File: config.mk
export PLATFORM = sky130hd
export DESIGN_NAME = pipe_stage_skid
export DESIGN_NICKNAME = d
export VERILOG_FILES = /design/src/rtl/pipe_stage_skid.sv
export SDC_FILE = /design/constraint.sdc
export NUM_CORES = 1
export LEC_CHECK = 0
export ABC_AREA = 1
export CORE_AREA = 4 4 124 126
export CTS_BUF_LIST = sky130_fd_sc_hd__clkbuf_4
export CTS_CLUSTER_DIAMETER = 200
export DETAILED_ROUTE_END_ITERATION = 10
export DIE_AREA = 0 0 128 130
export PLACE_DENSITY = 0.82
export SLEW_MARGIN = 20
export SYNTH_ARGS = -nofsm -noshare
export SYNTH_HDL_FRONTEND = slang
export SYNTH_SLANG_ARGS = --single-unit
File: constraint.sdc
create_clock -name Clk -period 1.66 [get_ports Clk]
set_clock_uncertainty 0.15 [all_clocks]
set_input_delay 0.332 -clock Clk [delete_from_list [all_inputs] [get_ports Clk]]
set_output_delay 0.332 -clock Clk [all_outputs]
set_load 0.005 [all_outputs]
File: src/rtl/pipe_stage_skid.sv
// Handshaked pipeline stage register with an optional two-entry skid buffer.
// Carries an opaque payload; flush squashes held entries to the bubble value.
//
// state   | meaning
// --------+------------------------------------------------------------
// StEmpty | nothing held, OutData = ClearValue
// StOne   | main register holds the head entry
// StFull  | main holds the head, skid holds the next entry (SkidEnable=1)
module pipe_stage_skid #(
    parameter int               Width      = 64,
    parameter logic [Width-1:0] ClearValue = {Width{1'b0}},
    parameter bit               SkidEnable = 1'b1
) (
    input  logic             Clk,
    input  logic             Rst,
    input  logic             Flush,
    input  logic             InValid,
    output logic             InReady,
    input  logic [Width-1:0] InData,
    output logic             OutValid,
    input  logic             OutReady,
    output logic [Width-1:0] OutData,
    output logic [1:0]       Count
);

    typedef enum logic [1:0] {
        StEmpty = 2'd0,
        StOne   = 2'd1,
        StFull  = 2'd2
    } stateT;

    stateT            state;
    stateT            stateNext;
    logic [Width-1:0] mainQ;
    logic [Width-1:0] mainNext;
    logic [Width-1:0] skidQ;
    logic [Width-1:0] skidNext;
    logic             canAccept;
    logic             inXfer;
    logic             outXfer;

    // Without a skid entry, a held item must leave in the same cycle a new one arrives.
    assign canAccept = SkidEnable ? (state != StFull)
                                  : ((state == StEmpty) | OutReady);
    assign InReady   = canAccept & ~Rst & ~Flush;
    assign OutValid  = (state != StEmpty);
    assign OutData   = mainQ;
    assign Count     = 2'(state);
    assign inXfer    = InValid & InReady;
    assign outXfer   = OutValid & OutReady;

    always_ff @(posedge Clk) begin
        if (Rst) begin
            state <= StEmpty;
            mainQ <= ClearValue;
            skidQ <= ClearValue;
        end else begin
            state <= stateNext;
            mainQ <= mainNext;
            skidQ <= skidNext;
        end
    end

    // mainQ is kept at ClearValue whenever the stage is empty so OutData stays a pure register.
    always_comb begin
        stateNext = state;
        mainNext  = mainQ;
        skidNext  = skidQ;
        if (Rst || Flush) begin
            stateNext = StEmpty;
            mainNext  = ClearValue;
            skidNext  = ClearValue;
        end else begin
            unique case (state)
                StEmpty: begin
                    if (inXfer) begin
                        mainNext  = InData;
                        stateNext = StOne;
                    end
                end
                StOne: begin
                    if (inXfer && outXfer) begin
                        mainNext = InData;
                    end else if (inXfer) begin
                        skidNext  = InData;
                        stateNext = StFull;
                    end else if (outXfer) begin
                        mainNext  = ClearValue;
                        stateNext = StEmpty;
                    end
                end
                StFull: begin
                    if (outXfer) begin
                        mainNext  = skidQ;
                        skidNext  = ClearValue;
                        stateNext = StOne;
                    end
                end
                default: begin
                    stateNext = StEmpty;
                    mainNext  = ClearValue;
                    skidNext  = ClearValue;
                end
            endcase
        end
    end

endmodule

==> flow_summary_export.csv, run 1 <==
group,metric,value,unit
cts,clock_sinks,130,
floorplan,core,0.0143,sq mm
critical_path,cp-end-kind,"flop",
sta,finalSetupViolCount,144,
global_route,track_usage,32.2,%
placed_design,place.gp.congestion,0.822,
power,p_per_area,566,mW/mm^2
global_route,grt_overflow_total,0,
yosys,yosys_warnings,0,
yosys,syn_inst,1112,
sta,fin_ws,-0.399,ns
sta,rsz0062_at_grt,"true",
cells_and_area,syn2layout_area_growth,73.2,%
power,p_leak,5.37,nW
power,p_sw_share,31.9,%
power,ir_drop,0.490,mV
cells_and_area,layout_commonest_cell,"nand2_1",
cells_and_area,fin_util,81.9,%
drt,met2_length,15700,um
floorplan,std_cell_rows,44,
global_route,grt_start_max_net_pins,31,
drt,routed_via_density,6.15,
drt,wl_per_cell,22.7,um
sta,worst_slew_pin_slew,0.439,ns
yosys,synth_area_per_cell,6.09,sq um
cts,htree_levels,4,
floorplan,die_x,128,um
floorplan,start_util,47.3,%
drt,dr.pass1.iters,8,
critical_path,cp-startpoint,"Count[0]$_SDFFE_PP0P_",
cts,clock_latency,0.63,ns
drt,top_layer,"met5",
sta,layout_min_cycle_time,2.06,ns
global_route,antenna_found_initial,2,
yosys,ys_types,25,
yosys,synth_area,0.00677,sq mm
power,internal_power,4.52,mW
power,clkPwrFrac,35.5,%
cts,cts-root-buf,"clkbuf_4",
power,comb_power_share,16.9,%
drt,drtIter0Drc,1526,
min_path,min_path_type,"reg -> reg",
cts,clockBufferDepth,2,
cells_and_area,stdcell_count,1587,
critical_path,path_max_fanout,5,
sta,fmax,486,MHz
drt,route.met3.wl,4900,um
drt,drtAntennaViolNets,0,
cells_and_area,layout-drive-gt1-share,45.9,%
drt,routed_wl,35900,um
power,power.net_switching,2.12,mW
global_route,first_global_vias,8645,
cts,cts_tree,"done",
placed_design,port_buffers,136,
status,violations,"setup timing",
cts,cts_hold_buf,0,
critical_path,arrival,2.45,ns
floorplan,die_area,0.0166,sq mm
sta,post-route-period-util,124,%
power,seqPwrFrac,47.6,%
drt,drc,0,
cells_and_area,final_cell_mix,"nand2_1 (218), inv_1 (161), buf_4 (128), nand2_2 (91), nor2_1 (82)",
drt,drt-met1-wl,11600,um
power,power,6.64,mW
sta,hold_viol,0,
floorplan,io_pins,137,
critical_path,r2r_start,"Count[0]$_SDFFE_PP0P_",
cts,clk_pin_slew,0.12,ns
placed_design,dp_hpwl,13300,um
yosys,synth-seq-cells,130,
placed_design,placed_cells,1466,
cts,numCtsBuffers,17,
critical_path,cp-start-kind,"flop",
global_route,grt_first_pass_wirelength,42500,um
run,maxCapViolCount,0,
critical_path,worstSetupPathType,"reg -> reg",
status,status,"complete, but fails checks",
cells_and_area,finalInstanceArea,0.0117,sq mm
sta,drv_slew,0,
drt,vias,9758,
critical_path,worstPathRequired,2.05,ns
floorplan,die_height,130,um
yosys,syn_nets,1181,
min_path,hold_start,"OutData[57]$_SDFFE_PP0P_",
yosys,yosysSeqAreaShare,38.4,%
placed_design,place_area,0.00897,sq mm
sta,slew_headroom,70.7,%
cells_and_area,layout.nets,1458,
[worst max-delay path, cell delays in order (launching register included)]
cell and delay (ns):
dfxtp_2 0.42, inv_4 0.10, nand2_4 0.11, buf_6 0.14
nand2_8 0.07, buf_6 0.14, nor2_4 0.16, buf_6 0.18
buf_12 0.15, nand2_1 0.08, nand2_1 0.11, nand2_1 0.07
a21oi_2 0.11
[worst paths after layout]
kind | end | slack (ns) | cells after the start
max reg2reg | OutData[29]$_SDFFE_PP0P_ | -0.40 | 12
min | OutData[57]$_SDFFE_PP0P_ | 0.32 | 2
max | OutData[29]$_SDFFE_PP0P_ | -0.40 | 12
min reg2reg | OutData[57]$_SDFFE_PP0P_ | 0.32 | 2
[per-layer routing]
layer | vias to the layer above | GRT usage (%)
met5 | - | 0
met4 | 2 | 20.5
met3 | 422 | 7.41
met1 | 4332 | 36.8
met2 | 1041 | 54.3
li1 | 3961 | -
[registers in the layout, summed over array words and instances, names as in the netlist]
name and flops:
skidQ 64, OutData 64, Count 2
[power by group through the flow]
stage	sequential, mW	clock, mW	combinational (mW)
final	3.16	2.36	1.12
after global routing	3.16	2.46	1.15
after CTS	3.16	2.17	0.851
after detailed placement	3.23	0	0.740
after global placement	3.23	0	0.726
after floorplan	3.23	0	0.346
[cells in the mapped netlist, drive strengths merged]
library cell	instances	area, sq um
a21oi	64	320
nand2	372	1400
dfxtp	130	2600
o21ai	44	220
nand4	22	138
o22ai	43	269
buf	36	240
clkbuf	36	135
inv	182	686
nor4	1	6.26
a31oi	1	6.26
nor3	21	105
nand3	5	47.6
nor2	155	594
[area by class of cell]
class                   count  area, sq um
inverters                 182          724
flip-flops and latches    130         2710
multi-input cells         728         4450
clock buffers              18          135
fillers                   720         2590
clock inverters            14          140
diodes                      1         2.50
well taps                 184          230
repair buffers            330         3330
[what timing repair did]
item,CTS,global route
endpoints found under the setup margin,194,191
setup buffers,43,37
hold endpoints to repair,0,0
gates resized for setup,356,384
gates cloned,17,6
pin swaps,39,99
[through the flow]
stage | setup slack, ns | TNS, ns | hold WS (ns)
2_1_floorplan | 0.0344 | 0 | 0.252
3_3_place_gp | -0.488 | -59.59 | 0.302
3_5_place_dp | -0.573 | -66.94 | 0.306
4_1_cts | -0.198 | -13.62 | 0.316
5_1_grt | -0.453 | -44.44 | 0.344
6_report | -0.399 | -38.81 | 0.321
[logic make-up after synthesis]
logic type             Yosys count  synth area share (%)
buffers and inverters          254                  15.7
AO/OA/AOI/OAI                  152                  12.1
flip-flops                     130                  38.4
AND/OR/NAND/NOR                576                  33.8
Note: power is estimated with default switching activity, not from simulation.
==> run 2: changes to the inputs <==
Settings changed: CORE_AREA 4 4 124 126 to 4 4 117 119, DIE_AREA 0 0 128 130 to 0 0 121 123, PLACE_DENSITY 0.82 to 0.88.
Clock period 1.66 ns to 2 ns, I/O delays scaled along.
==> run 2 against run 1 <==
Against the previous run:
- the run now ends clean
- first-iteration DRC count is 59% lower
- clock power down 40%
- final area is 26% lower
- count of clock-buffer cells in the layout increased by 3
- global-route usage fell by 6.7 points
- utilization is 13 points lower
- register-to-register slack gained 0.54 ns
- routed wire length decreased by 49%
- via count decreased by 27%
- sequential share of layout area is 7.6 points higher
- total power decreased by 31%
- sequential cell count stayed put
- critical endpoint is now OutData[22]
==> flow_summary_export.csv, run 2 (same netlist as run 1, synthesis figures left out) <==
group,metric,value,unit
floorplan,die_x,121,um
floorplan,core,0.0126,sq mm
sta,worst_slew_pin_slew,0.550,ns
critical_path,worstPathRequired,1.45,ns
status,status,"completed",
global_route,antenna_found_initial,0,
cts,clk_pin_slew,0.10,ns
cells_and_area,finalInstanceArea,0.00871,sq mm
placed_design,port_buffers,136,
power,ir_drop,0.367,mV
cts,cts_tree,"done",
cts,clock_latency,0.54,ns
critical_path,ff2ff_path_depth,9,
drt,drtAntennaViolNets,0,
min_path,min_path_type,"reg -> reg",
cells_and_area,layout_commonest_cell,"nand2_1",
global_route,grt_start_max_net_pins,47,
cells_and_area,final_cell_mix,"nand2_1 (367), inv_1 (175), nor2_1 (151), clkdlybuf4s50_1 (110), dfxtp_1 (77)",
critical_path,cp-end-kind,"primary output",
cells_and_area,layout.nets,1300,
sta,fmax,514,MHz
min_path,whs_path_depth,2,
critical_path,worstSetupPathType,"reg -> out",
global_route,grt_first_pass_wirelength,30800,um
global_route,track_usage,25.5,%
critical_path,path_buf_inv,1,
cells_and_area,multi_input_area,0.00315,sq mm
sta,finalSetupViolCount,0,
critical_path,cpLargestDelayFamily,"buffers and inverters",
power,p_leak,4.38,nW
run,maxCapViolCount,0,
floorplan,io_pins,137,
cells_and_area,stdcell_count,1416,
critical_path,reg2reg_to,"skidQ[2]$_SDFFE_PP0P_",
placed_design,place.gp.congestion,0.866,
cts,htree_levels,4,
floorplan,die_area,0.0149,sq mm
sta,hold_viol,0,
drt,wl_per_cell,13.0,um
floorplan,die_height,123,um
sta,tns,0,ns
drt,drtIter0Drc,623,
critical_path,cp_cell_sequence,"clkdlybuf4s50_1",
sta,layout_min_cycle_time,1.94,ns
critical_path,r2r_slack,0.14,ns
cells_and_area,syn2layout_area_growth,28.6,%
min_path,hold_start,"OutData[34]$_SDFFE_PP0P_",
drt,dr.pass1.iters,5,
cts,cts-root-buf,"clkbuf_4",
cts,numCtsBuffers,17,
cts,clock_sinks,130,
placed_design,dp_hpwl,12100,um
drt,routed_via_density,5.04,
drt,routed_wl,18400,um
cells_and_area,fin_util,69.3,%
placed_design,place_area,0.00837,sq mm
global_route,grt_overflow_total,0,
critical_path,max_stage_delay,0.53,ns
cells_and_area,layout-drive-gt1-share,10.9,%
power,p_per_area,530,mW/mm^2
cells_and_area,n_fill_cell,1065,
floorplan,std_cell_rows,41,
floorplan,start_util,53.9,%
cts,clockBufferDepth,2,
critical_path,r2r_start,"Count[1]$_SDFFE_PP0P_",
sta,slew_headroom,63.4,%
sta,whs,0.314,ns
critical_path,path_max_fanout,2,
sta,drv_slew,0,
min_path,min_to,"OutData[34]$_SDFFE_PP0P_",
cts,cts_hold_buf,0,
drt,drc,0,
critical_path,arrival,1.39,ns
critical_path,cp-start-kind,"flop",
placed_design,placed_cells,1383,
drt,vias,7136,
cells_and_area,antennaDiodeCount,0,
cells_and_area,seqCellArea,0.00267,sq mm
critical_path,cp_slowest_cell,"clkdlybuf4s50_1",
sta,post-route-period-util,97.2,%
global_route,first_global_vias,6756,
run 2: cell count changes in the layout (fill, tap and decap cells not counted), moves of 33 or more:
| cell | previous run | this run |
|---|---|---|
| nor2_1 | 82 | 151 |
| a21oi_2 | 40 | 0 |
| nor2_4 | 38 | 3 |
| nor2_2 | 35 | 1 |
| clkdlybuf4s50_1 | 68 | 110 |
| nand2_2 | 91 | 3 |
| a21oi_1 | 23 | 64 |
| buf_4 | 128 | 27 |
| nand2_1 | 218 | 367 |
| nand2_4 | 62 | 2 |
| clkbuf_2 | 35 | 2 |
run 2: area by class of cell:
cell class              instances  share of cell area (%)
multi-input cells             728                    36.1
flip-flops and latches        130                    30.7
inverters                     182                    7.93
repair buffers                172                    20.4
clock buffers                  21                    1.81
well taps                     172                    2.47
clock inverters                11                   0.532
run 2: routing by layer:
| layer | track usage [%] | share of wire [%] | vias up |
|---|---|---|---|
| met4 | 12.2 | 2.4 | 0 |
| met3 | 6.50 | 7.9 | 41 |
| met5 | 0 | 0 | - |
| li1 | - | - | 3626 |
| met1 | 30.7 | 42 | 3203 |
| met2 | 42.7 | 47 | 266 |
run 2: how the worst max path moves through the flow:
stage / cells past startpoint / endpoint / startpoint
after floorplan: 10 / OutData[20]$_SDFFE_PP0P_ / Rst
final: 1 / OutData[22] / OutData[22]$_SDFFE_PP0P_
after detailed placement: 6 / OutData[59]$_SDFFE_PP0P_ / Rst
after CTS: 1 / OutData[58] / OutData[58]$_SDFFE_PP0P_
after global routing: 1 / OutData[52] / OutData[52]$_SDFFE_PP0P_
after global placement: 6 / OutData[9]$_SDFFE_PP0P_ / Rst
run 2: through the flow:
stage | total power [mW] | setup WS [ns]
floorplan | 2.97 | 0.221
global placement | 3.24 | -0.256
detailed placement | 3.25 | -0.314
CTS | 4.64 | 0.000145
global route | 4.82 | -0.00492
finish | 4.61 | 0.0553
run 2: report_power, final:
group          internal (mW)  total (mW)  switching (mW)
sequential              2.61        2.62          0.0126
combinational          0.275       0.570           0.295
clock                  0.507        1.42           0.908
total                   3.39        4.61            1.22
run 2: repair_timing:
action,in CTS,in global routing
gates resized for setup,32,58
setup buffers,1,0
cloned,0,0
hold endpoints to repair,0,0
endpoints found under the setup margin,22,93
